===== src/rtl/ctrl_pkg.sv =====
// ctrl_pkg: shared types and constants for the pipelined controller.
//   alu_op_t    - ALUControl encodings driven to the datapath
//   Op*/Fn*     - instruction op-field (InstrD[24:23]) and funct (InstrD[21:19]) codes
//   Flag*       - bit positions of {N,Z,C,V} in the flag vectors
//   ctrl_t      - control bundle carried from D into the E stage
package ctrl_pkg;

  typedef enum logic [2:0] {
    AluAdd = 3'b000,
    AluEqv = 3'b001,
    AluMul = 3'b010,
    AluDiv = 3'b011,
    AluMod = 3'b100,
    AluMov = 3'b101
  } alu_op_t;

  localparam logic [1:0] OpAlu    = 2'b00;
  localparam logic [1:0] OpBranch = 2'b01;
  localparam logic [1:0] OpMem    = 2'b10;
  localparam logic [1:0] OpNop    = 2'b11;

  localparam logic [2:0] FnAdd = 3'b000;
  localparam logic [2:0] FnMul = 3'b001;
  localparam logic [2:0] FnDiv = 3'b010;
  localparam logic [2:0] FnMod = 3'b011;
  localparam logic [2:0] FnMov = 3'b100;
  localparam logic [2:0] FnEqv = 3'b101;

  localparam int unsigned FlagN = 3;
  localparam int unsigned FlagZ = 2;
  localparam int unsigned FlagC = 1;
  localparam int unsigned FlagV = 0;

  typedef struct packed {
    logic       cond;
    logic [1:0] flag_write;
    logic       branch;
    logic       mem_write;
    logic       reg_write;
    logic       pc_src;
    logic       mem_to_reg;
    logic       alu_src;
    alu_op_t    alu_control;
    logic       no_write;
    logic       is_div;
  } ctrl_t;

endpackage


===== src/rtl/cond_unit.sv =====
// cond_unit: condition evaluation and next-flag computation for the E stage.
//   cond       - registered condition bit (0: always, 1: execute when Z set)
//   flags      - current architectural flags {N,Z,C,V}
//   alu_flags  - flags produced by the ALU this cycle
//   flag_write - [1] updates N,Z; [0] updates C,V (already qualified by caller)
//   cond_ex    - instruction in E executes
//   flags_next - flag register next state
module cond_unit
  import ctrl_pkg::*;
(
  input  logic       cond,
  input  logic [3:0] flags,
  input  logic [3:0] alu_flags,
  input  logic [1:0] flag_write,
  output logic       cond_ex,
  output logic [3:0] flags_next
);

  always_comb begin
    cond_ex    = cond ? flags[FlagZ] : 1'b1;
    flags_next = flags;
    if (cond_ex && flag_write[1]) begin
      flags_next[FlagN] = alu_flags[FlagN];
      flags_next[FlagZ] = alu_flags[FlagZ];
    end
    if (cond_ex && flag_write[0]) begin
      flags_next[FlagC] = alu_flags[FlagC];
      flags_next[FlagV] = alu_flags[FlagV];
    end
  end

endmodule


===== src/rtl/pipe_ctrl_mc.sv =====
// pipe_ctrl_mc: D/E/M/W pipelined controller with optional multi-cycle DIV/MOD.
// Build option: define MULTICYCLE_DIV_EN to hold DIV/MOD in E for DIV_LAT cycles;
// otherwise DIV/MOD are single-cycle and ExBusyE/DivStartE are tied low.
// Ports:
//   clk, reset        - clock, synchronous active-high reset
//   InstrD            - instruction bits [25:10] in decode
//   ALUFlagsE         - ALU flags {N,Z,C,V} from E
//   FlushE            - bubble E (ignored while E is busy)
//   RegSrcD, ImmSrcD  - decode-stage datapath selects
//   ALUSrcE, ALUControlE, BranchTakenE, MemtoRegE - E-stage controls
//   ExBusyE, DivStartE - multi-cycle divide status / start pulse
//   MemWriteM, RegWriteM - M-stage controls
//   MemtoRegW, RegWriteW, PCSrcW - W-stage controls
//   PCWrPendingF      - a PC write is in flight in D, E or M
module pipe_ctrl_mc
  import ctrl_pkg::*;
#(
  parameter int unsigned DIV_LAT = 8,
  parameter logic [3:0]  PC_REG  = 4'd9
) (
  input  logic          clk,
  input  logic          reset,
  input  logic [25:10]  InstrD,
  input  logic [3:0]    ALUFlagsE,
  input  logic          FlushE,
  output logic [1:0]    RegSrcD,
  output logic [1:0]    ImmSrcD,
  output logic          ALUSrcE,
  output logic [2:0]    ALUControlE,
  output logic          BranchTakenE,
  output logic          MemtoRegE,
  output logic          ExBusyE,
  output logic          DivStartE,
  output logic          MemWriteM,
  output logic          RegWriteM,
  output logic          MemtoRegW,
  output logic          RegWriteW,
  output logic          PCSrcW,
  output logic          PCWrPendingF
);

  // ---------------- Decode ----------------
  logic [9:0] main_dec;
  logic [1:0] reg_src_d, imm_src_d;
  logic       alu_src_d, mem_to_reg_d, reg_write_main, mem_write_d, branch_d, alu_op_d;
  logic       reg_write_d, pc_src_d, no_write_d, is_div_d, alu_nop;
  logic [1:0] flag_write_d;
  alu_op_t    alu_control_d;
  ctrl_t      ctrl_d;
  logic [2:0] funct;
  logic       s_bit;

  assign funct = InstrD[21:19];
  assign s_bit = InstrD[18];

  always_comb begin
    main_dec = '0;
    unique case (InstrD[24:23])
      OpAlu:    main_dec = InstrD[22] ? 10'b0000101001 : 10'b0000001001;
      OpMem:    main_dec = InstrD[18] ? 10'b0001111000 : 10'b1001110100;
      OpBranch: main_dec = 10'b0110100010;
      default:  main_dec = '0;
    endcase
  end

  assign {reg_src_d, imm_src_d, alu_src_d, mem_to_reg_d, reg_write_main, mem_write_d,
          branch_d, alu_op_d} = main_dec;

  always_comb begin
    alu_control_d = AluAdd;
    flag_write_d  = '0;
    no_write_d    = 1'b0;
    is_div_d      = 1'b0;
    alu_nop       = 1'b0;
    if (alu_op_d) begin
      unique case (funct)
        FnAdd: alu_control_d = AluAdd;
        FnMul: alu_control_d = AluMul;
        FnDiv: begin
          alu_control_d = AluDiv;
          is_div_d      = 1'b1;
        end
        FnMod: begin
          alu_control_d = AluMod;
          is_div_d      = 1'b1;
        end
        FnMov: alu_control_d = AluMov;
        FnEqv: begin
          alu_control_d = AluEqv;
          no_write_d    = 1'b1;
        end
        default: alu_nop = 1'b1;
      endcase
      if (!alu_nop) begin
        flag_write_d[1] = s_bit;
        flag_write_d[0] = s_bit && (funct != FnMov);
      end
    end
  end

  // EQV still counts as a register writer here; NoWrite suppresses it in E.
  assign reg_write_d = reg_write_main && !alu_nop;
  assign pc_src_d    = ((InstrD[17:14] == PC_REG) && reg_write_d) || branch_d;

  always_comb begin
    ctrl_d             = '0;
    ctrl_d.cond        = InstrD[25];
    ctrl_d.flag_write  = flag_write_d;
    ctrl_d.branch      = branch_d;
    ctrl_d.mem_write   = mem_write_d;
    ctrl_d.reg_write   = reg_write_d;
    ctrl_d.pc_src      = pc_src_d;
    ctrl_d.mem_to_reg  = mem_to_reg_d;
    ctrl_d.alu_src     = alu_src_d;
    ctrl_d.alu_control = alu_control_d;
    ctrl_d.no_write    = no_write_d;
    ctrl_d.is_div      = is_div_d;
  end

  // ---------------- Execute ----------------
  ctrl_t      e_q, e_d;
  logic [3:0] flags_q, flags_next;
  logic       cond_ex, busy, div_start;

  cond_unit u_cond_unit (
    .cond       (e_q.cond),
    .flags      (flags_q),
    .alu_flags  (ALUFlagsE),
    .flag_write (e_q.flag_write & {2{~busy}}),
    .cond_ex    (cond_ex),
    .flags_next (flags_next)
  );

`ifdef MULTICYCLE_DIV_EN
  localparam int unsigned      CntW    = $clog2(DIV_LAT + 1);
  localparam logic [CntW-1:0]  CntLoad = CntW'(DIV_LAT - 1);

  logic [CntW-1:0] cnt_q, cnt_eff;
  logic            running_q;

  // The load value is used in the entry cycle itself, so E is occupied for
  // exactly DIV_LAT cycles and the last one (count 0) is the writing cycle.
  assign div_start = !running_q && e_q.is_div && cond_ex && (DIV_LAT > 1);
  assign cnt_eff   = div_start ? CntLoad : cnt_q;
  assign busy      = (cnt_eff != '0);

  always_ff @(posedge clk) begin
    if (reset) begin
      cnt_q     <= '0;
      running_q <= 1'b0;
    end else begin
      running_q <= busy;
      cnt_q     <= busy ? cnt_eff - CntW'(1) : '0;
    end
  end
`else
  logic unused_div;
  assign unused_div = e_q.is_div ^ (DIV_LAT == 0);
  assign div_start  = 1'b0;
  assign busy       = 1'b0;
`endif

  always_comb begin
    e_d = ctrl_d;
    if (busy) begin
      e_d = e_q;
    end else if (FlushE) begin
      e_d.flag_write = '0;
      e_d.branch     = 1'b0;
      e_d.mem_write  = 1'b0;
      e_d.reg_write  = 1'b0;
      e_d.pc_src     = 1'b0;
      e_d.mem_to_reg = 1'b0;
      e_d.is_div     = 1'b0;
    end
  end

  always_ff @(posedge clk) begin
    if (reset) begin
      e_q     <= '0;
      flags_q <= '0;
    end else begin
      e_q     <= e_d;
      flags_q <= flags_next;
    end
  end

  logic exec_e, reg_write_e, mem_write_e, pc_src_e;
  assign exec_e      = cond_ex && !busy;
  assign reg_write_e = e_q.reg_write && exec_e && !e_q.no_write;
  assign mem_write_e = e_q.mem_write && exec_e;
  assign pc_src_e    = e_q.pc_src && exec_e;

  // ---------------- Memory / Writeback ----------------
  logic mem_write_m, reg_write_m, mem_to_reg_m, pc_src_m;
  logic reg_write_w, mem_to_reg_w, pc_src_w;

  always_ff @(posedge clk) begin
    if (reset || busy) begin
      mem_write_m  <= 1'b0;
      reg_write_m  <= 1'b0;
      mem_to_reg_m <= 1'b0;
      pc_src_m     <= 1'b0;
    end else begin
      mem_write_m  <= mem_write_e;
      reg_write_m  <= reg_write_e;
      mem_to_reg_m <= e_q.mem_to_reg;
      pc_src_m     <= pc_src_e;
    end
  end

  always_ff @(posedge clk) begin
    if (reset) begin
      reg_write_w  <= 1'b0;
      mem_to_reg_w <= 1'b0;
      pc_src_w     <= 1'b0;
    end else begin
      reg_write_w  <= reg_write_m;
      mem_to_reg_w <= mem_to_reg_m;
      pc_src_w     <= pc_src_m;
    end
  end

  // ---------------- Outputs ----------------
  logic unused_instr;
  assign unused_instr = ^InstrD[13:10];

  assign RegSrcD      = reg_src_d;
  assign ImmSrcD      = imm_src_d;
  assign ALUSrcE      = e_q.alu_src;
  assign ALUControlE  = e_q.alu_control;
  assign BranchTakenE = e_q.branch && exec_e;
  assign MemtoRegE    = e_q.mem_to_reg;
  assign ExBusyE      = busy;
  assign DivStartE    = div_start;
  assign MemWriteM    = mem_write_m;
  assign RegWriteM    = reg_write_m;
  assign MemtoRegW    = mem_to_reg_w;
  assign RegWriteW    = reg_write_w;
  assign PCSrcW       = pc_src_w;
  assign PCWrPendingF = pc_src_d || e_q.pc_src || pc_src_m;

endmodule


===== config.mk =====
export PLATFORM = sky130hd
export DESIGN_NAME = pipe_ctrl_mc
export DESIGN_NICKNAME = d
export VERILOG_FILES = /design/src/rtl/ctrl_pkg.sv /design/src/rtl/cond_unit.sv /design/src/rtl/pipe_ctrl_mc.sv
export SDC_FILE = /design/constraint.sdc
export NUM_CORES = 1
export LEC_CHECK = 0
export BUFFER_PORTS_ARGS = -buffer_cell sky130_fd_sc_hd__buf_4
export CORE_AREA = 4 4 56 48
export DETAILED_ROUTE_END_ITERATION = 8
export DIE_AREA = 0 0 60 52
export HOLD_SLACK_MARGIN = 0.05
export PLACE_DENSITY = 0.73
export SYNTH_ARGS = -nofsm -noshare
export SYNTH_HDL_FRONTEND = slang
export SYNTH_SLANG_ARGS = --single-unit
export TNS_END_PERCENT = 50

===== constraint.sdc =====
create_clock -name clk -period 1.57 [get_ports clk]
set_input_delay 0.3925 -clock clk [delete_from_list [all_inputs] [get_ports clk]]
set_output_delay 0.3925 -clock clk [all_outputs]
set_load 0.05 [all_outputs]

==> results.sh <==
export IMPL_outcome="finished, violations left"
export IMPL_violations="setup timing"
export IMPL_ant_nets=0
export IMPL_dp_hpwl_um=1270
export IMPL_synth_area_leaders="dfxtp_1, ha_1, buf_4"
export IMPL_dieArea_um2=3120
export IMPL_drtPass1Iterations=4
export IMPL_switching_share_pct=23.7
export IMPL_die_x_um=60
export IMPL_htreeDepth=1
export IMPL_fmaxAchievable_mhz=529
export IMPL_clk_latency_ns=0.29
export IMPL_synth_seq_cells=20
export IMPL_grt_max_degree=13
export IMPL_routed_via_density=4.37
export IMPL_critical_path_class="in2out"
export IMPL_p_int_w=0.000872
export IMPL_critical_path_arrival_ns=1.50
export IMPL_p_leak_nw=0.567
export IMPL_start_util_pct=38.5
export IMPL_synth_cells=78
export IMPL_r2r_slack_ns=0.74
export IMPL_holdCritStartpoint="InstrD[25]"
export IMPL_io_pins=41
export IMPL_rsz0062_at_grt="yes"
export IMPL_vias=616
export IMPL_yosysTopAreaCell="dfxtp_1"
export IMPL_areaGrowthSynthToFinish_pct=52.2
export IMPL_pwr_density_cell_nw_per_um2=927
export IMPL_numCtsBuffers=3
export IMPL_r2r_cells=3
export IMPL_synth_edff_count=0
export IMPL_ys_types=24
export IMPL_reg2reg_to="RegWriteM"
export IMPL_antenna_found_initial=0
export IMPL_crit_path_start_kind="primary input"
export IMPL_slew_violations=0
export IMPL_yosys_warnings=0
export IMPL_seq_area_frac_synth_pct=49.5
export IMPL_period_minus_slack_ns=1.89
export IMPL_drt_iter0_markers=9
export IMPL_setup_ws_ns=-0.321
export IMPL_min_period_over_period_pct=120
export IMPL_hold_violations=0
export IMPL_grt_pass1_vias=605
export IMPL_fin_nets=146
export IMPL_cts_root_buffer="clkbuf_4"
export IMPL_fin_area_um2=1230
export IMPL_finalSetupViolCount=1
export IMPL_hold_buffers=0
export IMPL_die_h_um=52
export IMPL_wl_per_cell_um=12.3
export IMPL_clkPwrFrac_pct=35.5
export IMPL_synth_area_um2=810
export IMPL_end_kind="primary output"
export IMPL_insertedDiodeCount=0
export IMPL_grt_pass1_wl_um=2590
export IMPL_maxCapViolCount=0
export IMPL_power_switching_w=0.000271
export IMPL_cts_sinks=20
export IMPL_pwr_share_seq_pct=45.7
export IMPL_whs_endpoint="e_q[13]"
export IMPL_path_clk_slew_ns=0.12
export IMPL_crit_required_ns=1.18
export IMPL_drive_above_1_share_pct=48.3
export IMPL_fin_worst_skew_ns=0.0154
export IMPL_r2r_start="flags_q[2]"
export IMPL_dp_slack_ns=-0.453
export IMPL_ir_drop_v=0.000682
export IMPL_clockBufferDepth=2
export IMPL_dpl_cell_area_um2=1080
export IMPL_whs_path_depth=2
export IMPL_synth_most_common_cell="dfxtp_1"
export IMPL_syn_avg_cell_area_um2=10.4
export IMPL_gp_congestion=0.785
export IMPL_synth_flop_cell="dfxtp_1"
export IMPL_async_flop_share_pct=0
export IMPL_post_route_drc_count=0
export IMPL_synth_top_cell_area_share_pct=49.5
export IMPL_hp_class="in2reg"
export IMPL_routed_wl_um=1730
export IMPL_gr_total_overflow=0
export IMPL_rows=15
export IMPL_cts_tree="yes"
export IMPL_critPathMaxFanout=4
export IMPL_synthTopCellsByCount="dfxtp_1, buf_4, a21oi_1, ha_1, nor2b_1"
export IMPL_core_area_um2=2100
export IMPL_port_buffers=31
export IMPL_grt_usage_pct=11.7
export IMPL_combPwrFrac_pct=18.8
cells in the final DEF (no fill, tap or decap):
cell        n
a2111o_2    1
a21boi_1    1
a21oi_1     5
a21oi_2     1
a221oi_1    1
a311oi_2    1
a31o_2      1
and2_1      5
and2_2      1
and3b_1     1
buf_12      1
buf_4      38
buf_8       2
bufinv_16   1
clkbuf_4    3
conb_1      2
dfxtp_1    20
ha_1        2
ha_2        1
ha_4        3
inv_1       3
inv_8       2
nand2_1     1
nand2b_1    2
nand3_1     1
nand3b_1    2
nor2_1      2
nor2b_1     6
nor3_1      3
nor4bb_1    1
or2b_1      1
xnor2_1     1
flip-flops by register name, summed over array words and instances (netlist names):
register      cells
MemtoRegW         1
MemtoRegE         1
ALUSrcE           1
pc_src_m          1
flags_q           1
RegWriteM         1
mem_to_reg_m      1
MemWriteM         1
e_q               7
ALUControlE       3
RegWriteW         1
PCSrcW            1
worst max-delay path, cell delays in order:
cell      delay [ns]
buf_8           0.09
inv_8           0.04
ha_4            0.15
a21oi_2         0.14
a311oi_2        0.08
a2111o_2        0.45
buf_8           0.16
worst max path at each step:
| stage | from | endpoint | depth (start not counted) |
|---|---|---|---|
| final | InstrD[23] | PCWrPendingF | 7 |
| after CTS | InstrD[23] | PCWrPendingF | 7 |
| after detailed placement | InstrD[23] | PCWrPendingF | 7 |
| after floorplan | InstrD[23] | PCWrPendingF | 5 |
| after global routing | InstrD[23] | PCWrPendingF | 7 |
| after global placement | InstrD[23] | PCWrPendingF | 7 |
cell type report:
type	count	area [um^2]
clock buffer	3	22.5
clock inverter	1	30.0
fill	187	870
inverter	5	33.8
multi-input combinational	46	379
sequential	20	400
tap	25	31.3
timing repair buffer	41	335
through the flow:
stage | setup TNS (ns) | std cells | utilization, % | total power (W) | hold slack (ns)
3_3_place_gp | -0.419 | 135 | 51.4 | 0.000715 | 0.418
5_1_grt | -0.358 | 141 | 58.6 | 0.00119 | 0.314
3_5_place_dp | -0.453 | 135 | 51.4 | 0.000719 | 0.425
6_report | -0.321 | 141 | 58.6 | 0.00114 | 0.304
4_1_cts | -0.349 | 140 | 57.6 | 0.00114 | 0.307
2_1_floorplan | -0.568 | 79 | - | 0.000651 | 0.406
metal layers:
layer,track usage [%],vias to the layer above,part of all wire [%]
li1,-,323,-
met1,11.5,273,36
met2,22.1,16,56
met3,1.74,4,4.6
met4,7.38,0,2.9
met5,0,-,0
power by group through the flow:
| stage | registers [W] | clock network (W) | logic [W] |
|---|---|---|---|
| 4_1_cts | 0.000523 | 0.000412 | 0.000206 |
| 5_1_grt | 0.000524 | 0.000441 | 0.000229 |
| 6_report | 0.000523 | 0.000405 | 0.000215 |
| 2_1_floorplan | 0.000548 | 0 | 0.000103 |
| 3_5_place_dp | 0.000534 | 0 | 0.000185 |
| 3_3_place_gp | 0.000534 | 0 | 0.000181 |
logic make-up after synthesis:
group                    count (synthesis)  synth area share (%)
adder cells (fa/ha/maj)                  6                  9.27
AO/OA/AOI/OAI                           11                  10.0
XOR/XNOR                                 1                  1.08
flip-flops                              20                  49.5
AND/OR/NAND/NOR                         26                  19.9
buffers and inverters                   13                  9.74
other                                    1                 0.463
what timing repair did:
item,CTS,global route
pin swaps,4,4
hold endpoints to repair,0,0
gates resized for setup,18,4
setup endpoints to repair,1,3
buffers inserted,1,1
No activity file was read; power rests on OpenSTA's default activity.
